===== src/rtl/mem_access_pkg.sv =====
// Shared CPU package: memory FSM states, ALU source selectors
// and default datapath width used by the load/store stage.
package mem_access_pkg;

  localparam int DATA_WID_DEF = 16;
  localparam int CNT_WID      = 4;

  typedef enum logic [1:0] {
    ALU_SRC_REG = 2'd0,
    ALU_SRC_IMM = 2'd1,
    ALU_SRC_PC  = 2'd2
  } alu_src_e;

  typedef enum logic [1:0] {
    IDLE   = 2'd0,
    SETUP  = 2'd1,
    ACCESS = 2'd2,
    DONE   = 2'd3
  } mem_state_e;

endpackage


===== src/rtl/mem_access.sv =====
// Load/store unit driving an asynchronous SRAM with
// setup, strobe and hold phases; freezes the pipeline meanwhile.
module mem_access
  import mem_access_pkg::*;
#(
  parameter int DATA_WID = DATA_WID_DEF,
  parameter int ADDR_WID = 18,
  parameter int WAIT_CYC = 2
) (
  input  logic                clk,
  input  logic                rst,
  input  logic                mem_read,
  input  logic                mem_write,
  input  logic [DATA_WID-1:0] addr,
  input  logic [DATA_WID-1:0] memdata,
  output logic [DATA_WID-1:0] rdata,
  output logic                stall,
  output logic [ADDR_WID-1:0] ram_addr,
  output logic [DATA_WID-1:0] ram_wdata,
  input  logic [DATA_WID-1:0] ram_rdata,
  output logic                ram_drive,
  output logic                ram_ce_n,
  output logic                ram_oe_n,
  output logic                ram_we_n
);

  localparam logic [CNT_WID-1:0] CNT_LOAD =
    CNT_WID'(WAIT_CYC - 1);

  mem_state_e          state_q, state_d;
  logic [CNT_WID-1:0]  cnt_q, cnt_d;
  logic [DATA_WID-1:0] addr_q, addr_d;
  logic [DATA_WID-1:0] data_q, data_d;
  logic [DATA_WID-1:0] rdata_q, rdata_d;
  logic                wr_q, wr_d;
  logic                req;

  assign req = mem_read | mem_write;

  always_ff @(posedge clk) begin
    if (rst) begin
      state_q <= IDLE;
      cnt_q   <= '0;
      addr_q  <= '0;
      data_q  <= '0;
      rdata_q <= '0;
      wr_q    <= 1'b0;
    end else begin
      state_q <= state_d;
      cnt_q   <= cnt_d;
      addr_q  <= addr_d;
      data_q  <= data_d;
      rdata_q <= rdata_d;
      wr_q    <= wr_d;
    end
  end

  always_comb begin
    state_d   = state_q;
    cnt_d     = cnt_q;
    addr_d    = addr_q;
    data_d    = data_q;
    rdata_d   = rdata_q;
    wr_d      = wr_q;
    stall     = 1'b0;
    ram_ce_n  = 1'b1;
    ram_oe_n  = 1'b1;
    ram_we_n  = 1'b1;
    ram_drive = 1'b0;
    unique case (state_q)
      IDLE: begin
        if (req) begin
          stall   = 1'b1;
          addr_d  = addr;
          data_d  = memdata;
          // a store wins when both requests are raised
          wr_d    = mem_write;
          state_d = SETUP;
        end
      end
      SETUP: begin
        stall     = 1'b1;
        ram_ce_n  = 1'b0;
        ram_drive = wr_q;
        cnt_d     = CNT_LOAD;
        state_d   = ACCESS;
      end
      ACCESS: begin
        stall     = 1'b1;
        ram_ce_n  = 1'b0;
        ram_drive = wr_q;
        ram_we_n  = ~wr_q;
        ram_oe_n  = wr_q;
        if (cnt_q == '0) begin
          state_d = DONE;
          if (!wr_q) rdata_d = ram_rdata;
        end else begin
          cnt_d = cnt_q - 1'b1;
        end
      end
      DONE: begin
        ram_ce_n  = 1'b0;
        ram_drive = wr_q;
        state_d   = IDLE;
      end
      default: state_d = IDLE;
    endcase
  end

  assign ram_addr  = ADDR_WID'(addr_q);
  assign ram_wdata = data_q;
  assign rdata     = rdata_q;

endmodule

===== config.mk =====
export PLATFORM = sky130hd
export DESIGN_NAME = mem_access
export DESIGN_NICKNAME = d
export VERILOG_FILES = /design/src/rtl/mem_access_pkg.sv /design/src/rtl/mem_access.sv
export SDC_FILE = /design/constraint.sdc
export NUM_CORES = 1
export LEC_CHECK = 0
export ABC_AREA = 0
export CELL_PAD_IN_SITES_DETAIL_PLACEMENT = 1
export CELL_PAD_IN_SITES_GLOBAL_PLACEMENT = 1
export CORE_ASPECT_RATIO = 0.9
export CORE_UTILIZATION = 28
export CTS_CLUSTER_DIAMETER = 120
export DETAILED_ROUTE_END_ITERATION = 8
export PLACE_DENSITY = 0.92
export SETUP_SLACK_MARGIN = 0.3
export SYNTH_ARGS = -nofsm -noshare
export SYNTH_HDL_FRONTEND = slang
export SYNTH_SLANG_ARGS = --single-unit

===== constraint.sdc =====
create_clock -name clk -period 2.1 [get_ports clk]
set_input_delay 0.42 -clock clk [delete_from_list [all_inputs] [get_ports clk]]
set_output_delay 0.42 -clock clk [all_outputs]
set_load 0.1 [all_outputs]

# Word-level counts from Yosys, hierarchy flattened
# Cells that the tools add are included.
[word_totals] ff_bits=55 latch_bits=0 ramBits=0 romBits=0 output_inout_bits=55 n_memories=0
[classes] n_addsub=1 n_mul=0 div_mod_pow=0 n_lt_le_gt_ge=0 eq_ne=6 n_shift=0 n_mux=11 bitwise=2 n_reduce_logical=9
[ops] operator="2-bit case mux with 4 select lines" count=1
[ops] operator="4-bit case mux with 2 select lines" count=1
[ops] operator="2-bit != test (second input constant)" count=3
[ops] operator="2-bit AND reduction" count=3
[ops] operator="1-bit 2-to-1 mux" count=5
[ops] operator="2-bit equality test (second input constant)" count=2
[ops] operator="4-bit zero test" count=1
[ops] operator="2-bit 2-to-1 mux" count=2
[ops] operator="4-bit 2-to-1 mux" count=1
[ops] operator="4-bit by 1-bit subtractor with 4-bit output (second input constant)" count=1
[ops] operator="3-bit AND reduction" count=1
[ops] operator="3-bit OR reduction" count=1
[ops] operator="2-bit by 1-bit equality test with 1-bit output (second input constant)" count=1
[ops] operator="2-bit zero test" count=1
[ops] operator="1-bit case mux with 2 select lines" count=1
[ops] operator="2-bit nonzero test" count=1
[ops] operator="2-bit OR reduction" count=1
[ops] operator="1-bit inverter" count=1
[ops] operator="1-bit bitwise OR" count=1

# Logic depth before layout (Yosys ltp)
# Gate-level depths: netlist of run 1.
[logic_depth] depth_word=3 depth_mapped=8 ltp_nobuf=6

# Worst setup path before layout of run 1
# No wires, ideal clock.
[synth_timing] path_type="reg2out" startpoint="reg state_q[0]" endpoint="out ram_drive" arrival_time_ns=2.477 required_ns=1.680 setup_slack_ns=-0.797 path_stages_with_launch=4 path_buffers=0 path_cell_list="dfxtp_1 -> inv_1 -> ha_1 -> nor2b_1"
[synth_between] elab_chain_cells=3 elab_cells_between_ends=5 classes_between="3 x eq/ne; 1 x mux; 1 x reduce/logical"
[synth_rtl] item="start, declared" line_no="mem_access.sv:30" text="mem_state_e state_q, state_d;"
[synth_rtl] item="start signal, assigned" line_no="mem_access.sv:49" text="state_q <= state_d;"
[synth_rtl] item="2-bit equality test or 2-bit by 1-bit equality test with 1-bit output (tied branches)" line_no="mem_access.sv:70" text="unique case (state_q)"
[synth_rtl] item="3-bit OR reduction (no source line) *"
[synth_rtl] item="1-bit 2-to-1 mux *" line_no="mem_access.sv:70"
[synth_rtl] item="end, declared" line_no="mem_access.sv:21" text="output logic ram_drive,"
# Mark *: on every way between the ends. The rest lies on a longest branch, timed or not.

# Worst setup path in the final report of run 1
[layout_timing] startpoint="in mem_write" endpoint="out stall"
[layout_between] elab_chain_cells=3
[layout_rtl] item="start, declared" line_no="mem_access.sv:13" text="input logic mem_write,"
[layout_rtl] item="1-bit bitwise OR" line_no="mem_access.sv:38" text="assign req = mem_read | mem_write;"
[layout_rtl] item="1-bit 2-to-1 mux" line_no="mem_access.sv:72" text="if (req) begin"
[layout_rtl] item="1-bit case mux with 2 select lines" line_no="mem_access.sv:70"
[layout_rtl] item="end, declared" line_no="mem_access.sv:17" text="output logic stall,"
# No other way between the ends.

==> flow_summary_export.csv, run 1 <==
group,metric,value,unit
timing,slew_headroom,0.5620,
timing,fmax,0.5575,GHz
routing,routed_via_density,4.811,
cells_and_area,regArea,1109,sq um
placement,dp_slack,0.1792,ns
global_route,grt_overflow,0,
synthesis,syn_avg_cell_area,8.133,sq um
pwr,cellPowerDensity,1678,nW/um^2
cells_and_area,nFillCells,894,
timing,hold_ws,0.4607,ns
run_status,status,"complete, but fails checks",
global_route,grt_pass1_wl,10900,microns
clock_network,htree_num_levels,2,
clock_network,cts_tree,"done",
timing,rsz0062_at_grt,"true",
routing,post-route-drc-count,3,
setup_path,arrival,1.37,ns
setup_path,path_class,"primary input to output pin",
synthesis,yosys_register_bits,55,
synthesis,async_flop_share,0,
global_route,grt_max_degree,33,
clock_network,path_clk_slew,0.10,ns
clock_network,clock_path_buffers,2,
setup_path,crit_path_start_kind,"primary input",
timing,final_hold_viol_count,0,
worst_hold_path,hold_path.class,"flip-flop to flip-flop",
timing,timing.final.crit_share,0.8541,
setup_path,endpoint_kind,"output pin",
synthesis,yosys.area.top_type,"dfxtp_1",
timing,min_period,1.794,ns
routing,postRouteAntennaNets,0,
routing,routed_wl,7434,microns
synthesis,synth_ff_type,"dfxtp_1",
run,cap_violations,0,
clock_network,cts_sinks,55,
floorplanning,fp.dieArea,8083,sq um
floorplanning,die_h,85.39,microns
placement,hpwl,5115,microns
cells_and_area,area_growth,61.25,%
floorplanning,coreArea,7507,sq um
pwr,vdd_ir_drop_max,0.0009121,V
setup_path,cp_slowest_cell,"clkdlybuf4s50_1",
setup_path,worst-path-max-fanout,2,
synthesis,synth_edf_count,0,
cells_and_area,fin_cells,472,
floorplanning,ios,107,
cells_and_area,n_antenna_cell,0,
global_route,antenna_found_initial,0,
clock_network,clk_latency,0.30,ns
cells_and_area,most-common-layout-cells,"nand2_1, buf_4, dfxtp_1, a21oi_1, clkdlybuf4s50_1",
floorplanning,num_rows,30,
placement,io_buffers,104,
clock_network,cts-root-buf,"clkbuf_8",
routing,num_vias,2271,
synthesis,yosysSeqAreaShare,0.5090,
cells_and_area,multi_input_area,1010,sq um
global_route,grt_pass1_vias,2248,
cells_and_area,layout.nets,433,
timing,final.setup.tns,0,ns
setup_path,path_cells,"clkdlybuf4s50_1, o21a_1, nor2_2, nor2_4, buf_12",
timing,worst_slew_pin_slew,0.6563,ns
synthesis,syn_area,2163,sq um
synthesis,synth.yosys.warnings,0,
placement,gp_congestion,0.7392,
routing,first_pass_iters,6,
synthesis,synth_top_area_share,0.5090,
timing,setup_ws,0.3064,ns
floorplanning,start_util,0.2882,
synthesis,synthCells,266,
synthesis,yosys-top-cells-area,"dfxtp_1, a21oi_1, nand2_1, nand3_1, o21ai_0",
routing,initialDrtViolationCount,61,
global_route,gr-usage-all-layers,0.1747,
synthesis,netlist-cell-type-count,30,
cells_and_area,drive_gt1_frac,0.2553,
floorplanning,fp.dieW,94.66,microns
setup_path,critical-path-max-stage-delay,0.42,ns
timing,finalClockSkew,0.005096,ns
run_status,violations,"design-rule violations",
placement,dp.cells,453,
setup_path,worstPathRequired,1.68,ns
cells_and_area,final_common_cell,"nand2_1",
timing,finalMaxSlewViolations,0,
clock_network,cts_buffers,5,
timing,setup_viol,0,
pwr,leakagePower,1.427,nW
routing,wire_per_inst,15.75,microns
==> critical path, delay by kind of cell <==
family          cells  cell delay, ns
buf+inv             2            0.58
simple gates        2            0.18
compound gates      1            0.19
==> synthesized netlist by cell type, types with 3 or more instances <==
cell       n
nand3_1   17
dfxtp_1   55
buf_2      4
o21ai_0   16
ha_1       6
inv_1      5
a21oi_1   51
clkbuf_1  12
nand2_1   68
nor3_1     3
nor2b_1    3
==> flip-flops by register name, indices dropped and copies added, names as in the netlist <==
signal / flops
addr_q: 16
cnt_q: 4
ram_wdata: 16
rdata: 16
state_q: 2
wr_q: 1
==> path summary, 6_finish.rpt <==
| kind | from | to | slack [ns] | cells after the start |
|---|---|---|---|---|
| min reg2reg | addr_q[15]$_SDFFE_PP0P_ | addr_q[15]$_SDFFE_PP0P_ | 0.46 | 2 |
| min | addr_q[15]$_SDFFE_PP0P_ | addr_q[15]$_SDFFE_PP0P_ | 0.46 | 2 |
| max reg2reg | cnt_q[0]$_SDFFE_PP0P_ | state_q[0]$_SDFFE_PP0P_ | 0.32 | 5 |
| max | mem_write | stall | 0.31 | 5 |
==> layer usage <==
metal	share of wire	global-route usage	vias up
met5	0	0	-
met2	0.55	0.3179	47
met1	0.40	0.1997	1108
met4	0.014	0.06474	0
met3	0.032	0.03405	8
li1	-	-	1108
==> timing repair <==
item | in CTS | in global routing
gates cloned | 0 | 1
hold buffers | 0 | 0
pin swaps | 3 | 0
setup endpoints to repair | 19 | 5
resized for setup | 12 | 2
setup buffers | 5 | 5
==> power breakdown <==
| group | internal [mW] | switching [mW] | total (mW) |
|---|---|---|---|
| sequential | 1.28 | 0.147 | 1.43 |
| clock | 0.387 | 0.348 | 0.735 |
| combinational | 1.03 | 2.67 | 3.69 |
| total | 2.69 | 3.16 | 5.85 |
==> through the flow <==
| step | utilization | area, sq um | power, mW |
|---|---|---|---|
| 2_1_floorplan | - | 2202 | 4.013 |
| 3_3_place_gp | 0.4323 | 3246 | 4.810 |
| 3_5_place_dp | 0.4323 | 3246 | 4.893 |
| 4_1_cts | 0.4573 | 3433 | 5.762 |
| 5_1_grt | 0.4647 | 3488 | 6.126 |
| 6_report | 0.4647 | 3488 | 5.855 |
==> final cells by class <==
class / instances / share of cell area
inverter: 5 / 0.006815
timing repair buffer: 121 / 0.3178
multi-input combinational: 187 / 0.2895
tap: 96 / 0.03443
clock inverter: 2 / 0.01004
sequential: 55 / 0.3178
clock buffer: 6 / 0.02367
==> logic make-up (layout without fill, tap and decap cells) <==
kind of cell,Yosys count,after routing,synth area share
compound gates,74,74,0.1793
flops,55,55,0.5090
simple gates,102,103,0.2111
buf+inv,26,134,0.05437
fa+ha+maj,6,6,0.03470
other cells,1,2,0.001733
mux,2,2,0.009832
No activity file was read; power rests on OpenSTA's default activity.
==> run 2, diff against run 1 <==
ABC_AREA = 1   (was 0)
CELL_PAD_IN_SITES_DETAIL_PLACEMENT = 0   (was 1)
CELL_PAD_IN_SITES_GLOBAL_PLACEMENT = 2   (was 1)
CORE_UTILIZATION = 21   (was 28)
PLACE_DENSITY = 0.91   (was 0.92)
SLEW_MARGIN = 0   (was default)
==> run 2 against run 1 <==
  * The flow now finishes without violations
  * Non-clock buffer count down 10
  * Core utilization fell by 11 points
  * Clock skew down 0.0021 ns
  * Worst setup slack better by 0.028 ns
  * Cell count increased by 5.7%
  * Critical endpoint is now ram_drive
  * First-iteration DRC count increased by 30%
==> flow_summary_export.csv, run 2 <==
group,metric,value,unit
worst_hold_path,worstHoldEndpoint,"rdata[12]$_SDFFE_PP0P_",
setup_path,rrSetupSlack,0.49,ns
clock_network,clock_path_buffers,2,
setup_path,path_class,"flip-flop to output pin",
global_route,antenna_found_initial,0,
timing,finalMaxSlewViolations,0,
setup_path,worstPathRequired,1.68,ns
synthesis,syn_avg_cell_area,7.941,sq um
run,cap_violations,0,
worst_hold_path,min_from,"rdata[12]$_SDFFE_PP0P_",
cells_and_area,final_common_cell,"nor2_1",
routing,postRouteAntennaNets,0,
routing,post-route-drc-count,0,
timing,final_hold_viol_count,0,
synthesis,yosys.area.top_type,"dfxtp_1",
floorplanning,coreArea,9827,sq um
synthesis,synth_ff_type,"dfxtp_1",
timing,setup_viol,0,
routing,routed_via_density,4.154,
synthesis,synthCells,271,
floorplanning,start_util,0.2190,
global_route,gr-usage-all-layers,0.1123,
synthesis,syn_area,2152,sq um
floorplanning,num_rows,34,
placement,hpwl,4153,microns
cells_and_area,most-common-layout-cells,"nor2_1, buf_4, dfxtp_1, clkdlybuf4s50_1, o21ai_0",
synthesis,synth_top_area_share,0.5116,
routing,initialDrtViolationCount,79,
setup_path,crit_path_start_kind,"flip-flop",
setup_path,r2r-start,"state_q[0]$_SDFFE_PP0P_",
clock_network,cts-root-buf,"clkbuf_16",
routing,routed_wl,5721,microns
synthesis,yosys_register_bits,55,
global_route,grt_pass1_wl,9653,microns
routing,num_vias,2073,
cells_and_area,n_antenna_cell,0,
synthesis,synth_edf_count,0,
clock_network,cts_tree,"done",
synthesis,synth_commonest_cells,"nor2_1, dfxtp_1, o21ai_0",
placement,gp_congestion,0.7235,
synthesis,yosysSeqAreaShare,0.5116,
global_route,grt_pass1_vias,2083,
clock_network,cts_sinks,55,
cells_and_area,drive_gt1_frac,0.2279,
worst_hold_path,hold_path.class,"flip-flop to flip-flop",
synthesis,yosysMostFrequentCell,"nor2_1",
floorplanning,ios,107,
cells_and_area,utilization,0.3508,
routing,wire_per_inst,11.46,microns
clock_network,holdBufCountCts,0,
setup_path,r2r_cells,8,
clock_network,path_clk_slew,0.06,ns
timing,fmax,0.5663,GHz
floorplanning,fp.dieArea,10660,sq um
floorplanning,fp.dieW,108.7,microns
synthesis,yosys-top-cells-area,"dfxtp_1, nor2_1, o21ai_0, a21oi_1, inv_1",
routing,first_pass_iters,4,
setup_path,rr_endpoint,"rdata[0]$_SDFFE_PP0P_",
setup_path,arrival,1.35,ns
timing,final.setup.tns,0,ns
global_route,grt_max_degree,36,
timing,hold_ws,0.4423,ns
clock_network,clk_latency,0.29,ns
cells_and_area,layout.nets,432,
setup_path,worst-path-max-fanout,3,
run_status,status,"complete, no violations",
floorplanning,die_h,98.04,microns
clock_network,htree_num_levels,2,
cells_and_area,area_growth,60.17,%
timing,min_period,1.766,ns
synthesis,async_flop_share,0,
timing,finalClockSkew,0.002969,ns
global_route,grt_overflow,0,
synthesis,netlist-cell-type-count,26,
timing,rsz0062_at_grt,"true",
setup_path,endpoint_kind,"output pin",
synthesis,synth.yosys.warnings,0,
placement,io_buffers,104,
clock_network,cts_buffers,5,
worst_hold_path,whs_path_depth,2,
timing,timing.final.crit_share,0.8408,
run 2: cell types whose count changed after synthesis, sizes merged, moves of 2 or more:
cell and change:
clkbuf -5, nand2b -2, o21ai +34, nand3 -11, nor3b -3, nor2 +72
nor3 -2, a211oi -2, inv +20, a21oi -28, nor2b -3, nand3b -2
nand2 -57
run 2: cell families after synthesis:
family	Yosys count	synth area share
AND/OR/NAND/NOR	93	0.1791
AO/OA/AOI/OAI	74	0.1808
flip-flops	55	0.5116
buffers and inverters	41	0.08778
adder cells (fa/ha/maj)	6	0.03488
XOR/XNOR	1	0.004071
other	1	0.001743
run 2: worst max-delay path, cell delays in order (launching register included):
cell	delay (ns)
dfxtp_4	0.37
inv_4	0.05
buf_4	0.13
ha_2	0.22
nor2_4	0.11
buf_12	0.18
run 2: how the worst max path moves through the flow:
stage	from	end	cells past startpoint
floorplan	state_q[0]$_SDFFE_PP0P_	stall	7
global placement	mem_write	stall	6
detailed placement	mem_write	stall	6
CTS	state_q[0]$_SDFFE_PP0P_	ram_oe_n	6
global route	state_q[0]$_SDFFE_PP0P_	stall	7
finish	state_q[0]$_SDFFE_PP0P_	ram_drive	5
run 2: routing by layer:
metal | wire, microns | up-vias | GRT usage
li1 | - | 1065 | -
met1 | 2565 | 936 | 0.1324
met2 | 2709 | 67 | 0.1938
met3 | 414 | 5 | 0.03939
met4 | 32 | 0 | 0.02495
met5 | 0 | - | 0
run 2: metrics by stage:
step	setup WS, ns	std cells	cell area (sq um)
global placement	0.1764	490	3267
finish	0.3342	499	3447
CTS	0.2965	498	3427
global route	0.2711	499	3447
detailed placement	0.1457	490	3267
floorplan	0.3034	272	2197
run 2: timing repair:
item,in CTS,in global routing
resized for setup,7,4
pin swaps,1,3
buffers inserted,2,1
setup endpoints to repair,2,7
run 2: area by class of cell:
type | instances | area (sq um)
clock buffers | 6 | 128.9
fillers | 1043 | 6380
inverters | 25 | 102.6
multi-input cells | 176 | 915.9
flip-flops and latches | 55 | 1109
well taps | 126 | 157.7
repair buffers | 111 | 1033
Power of run 2 is not shown: default switching activity piles up to over one toggle a cycle in this logic, so the estimate is an artifact.
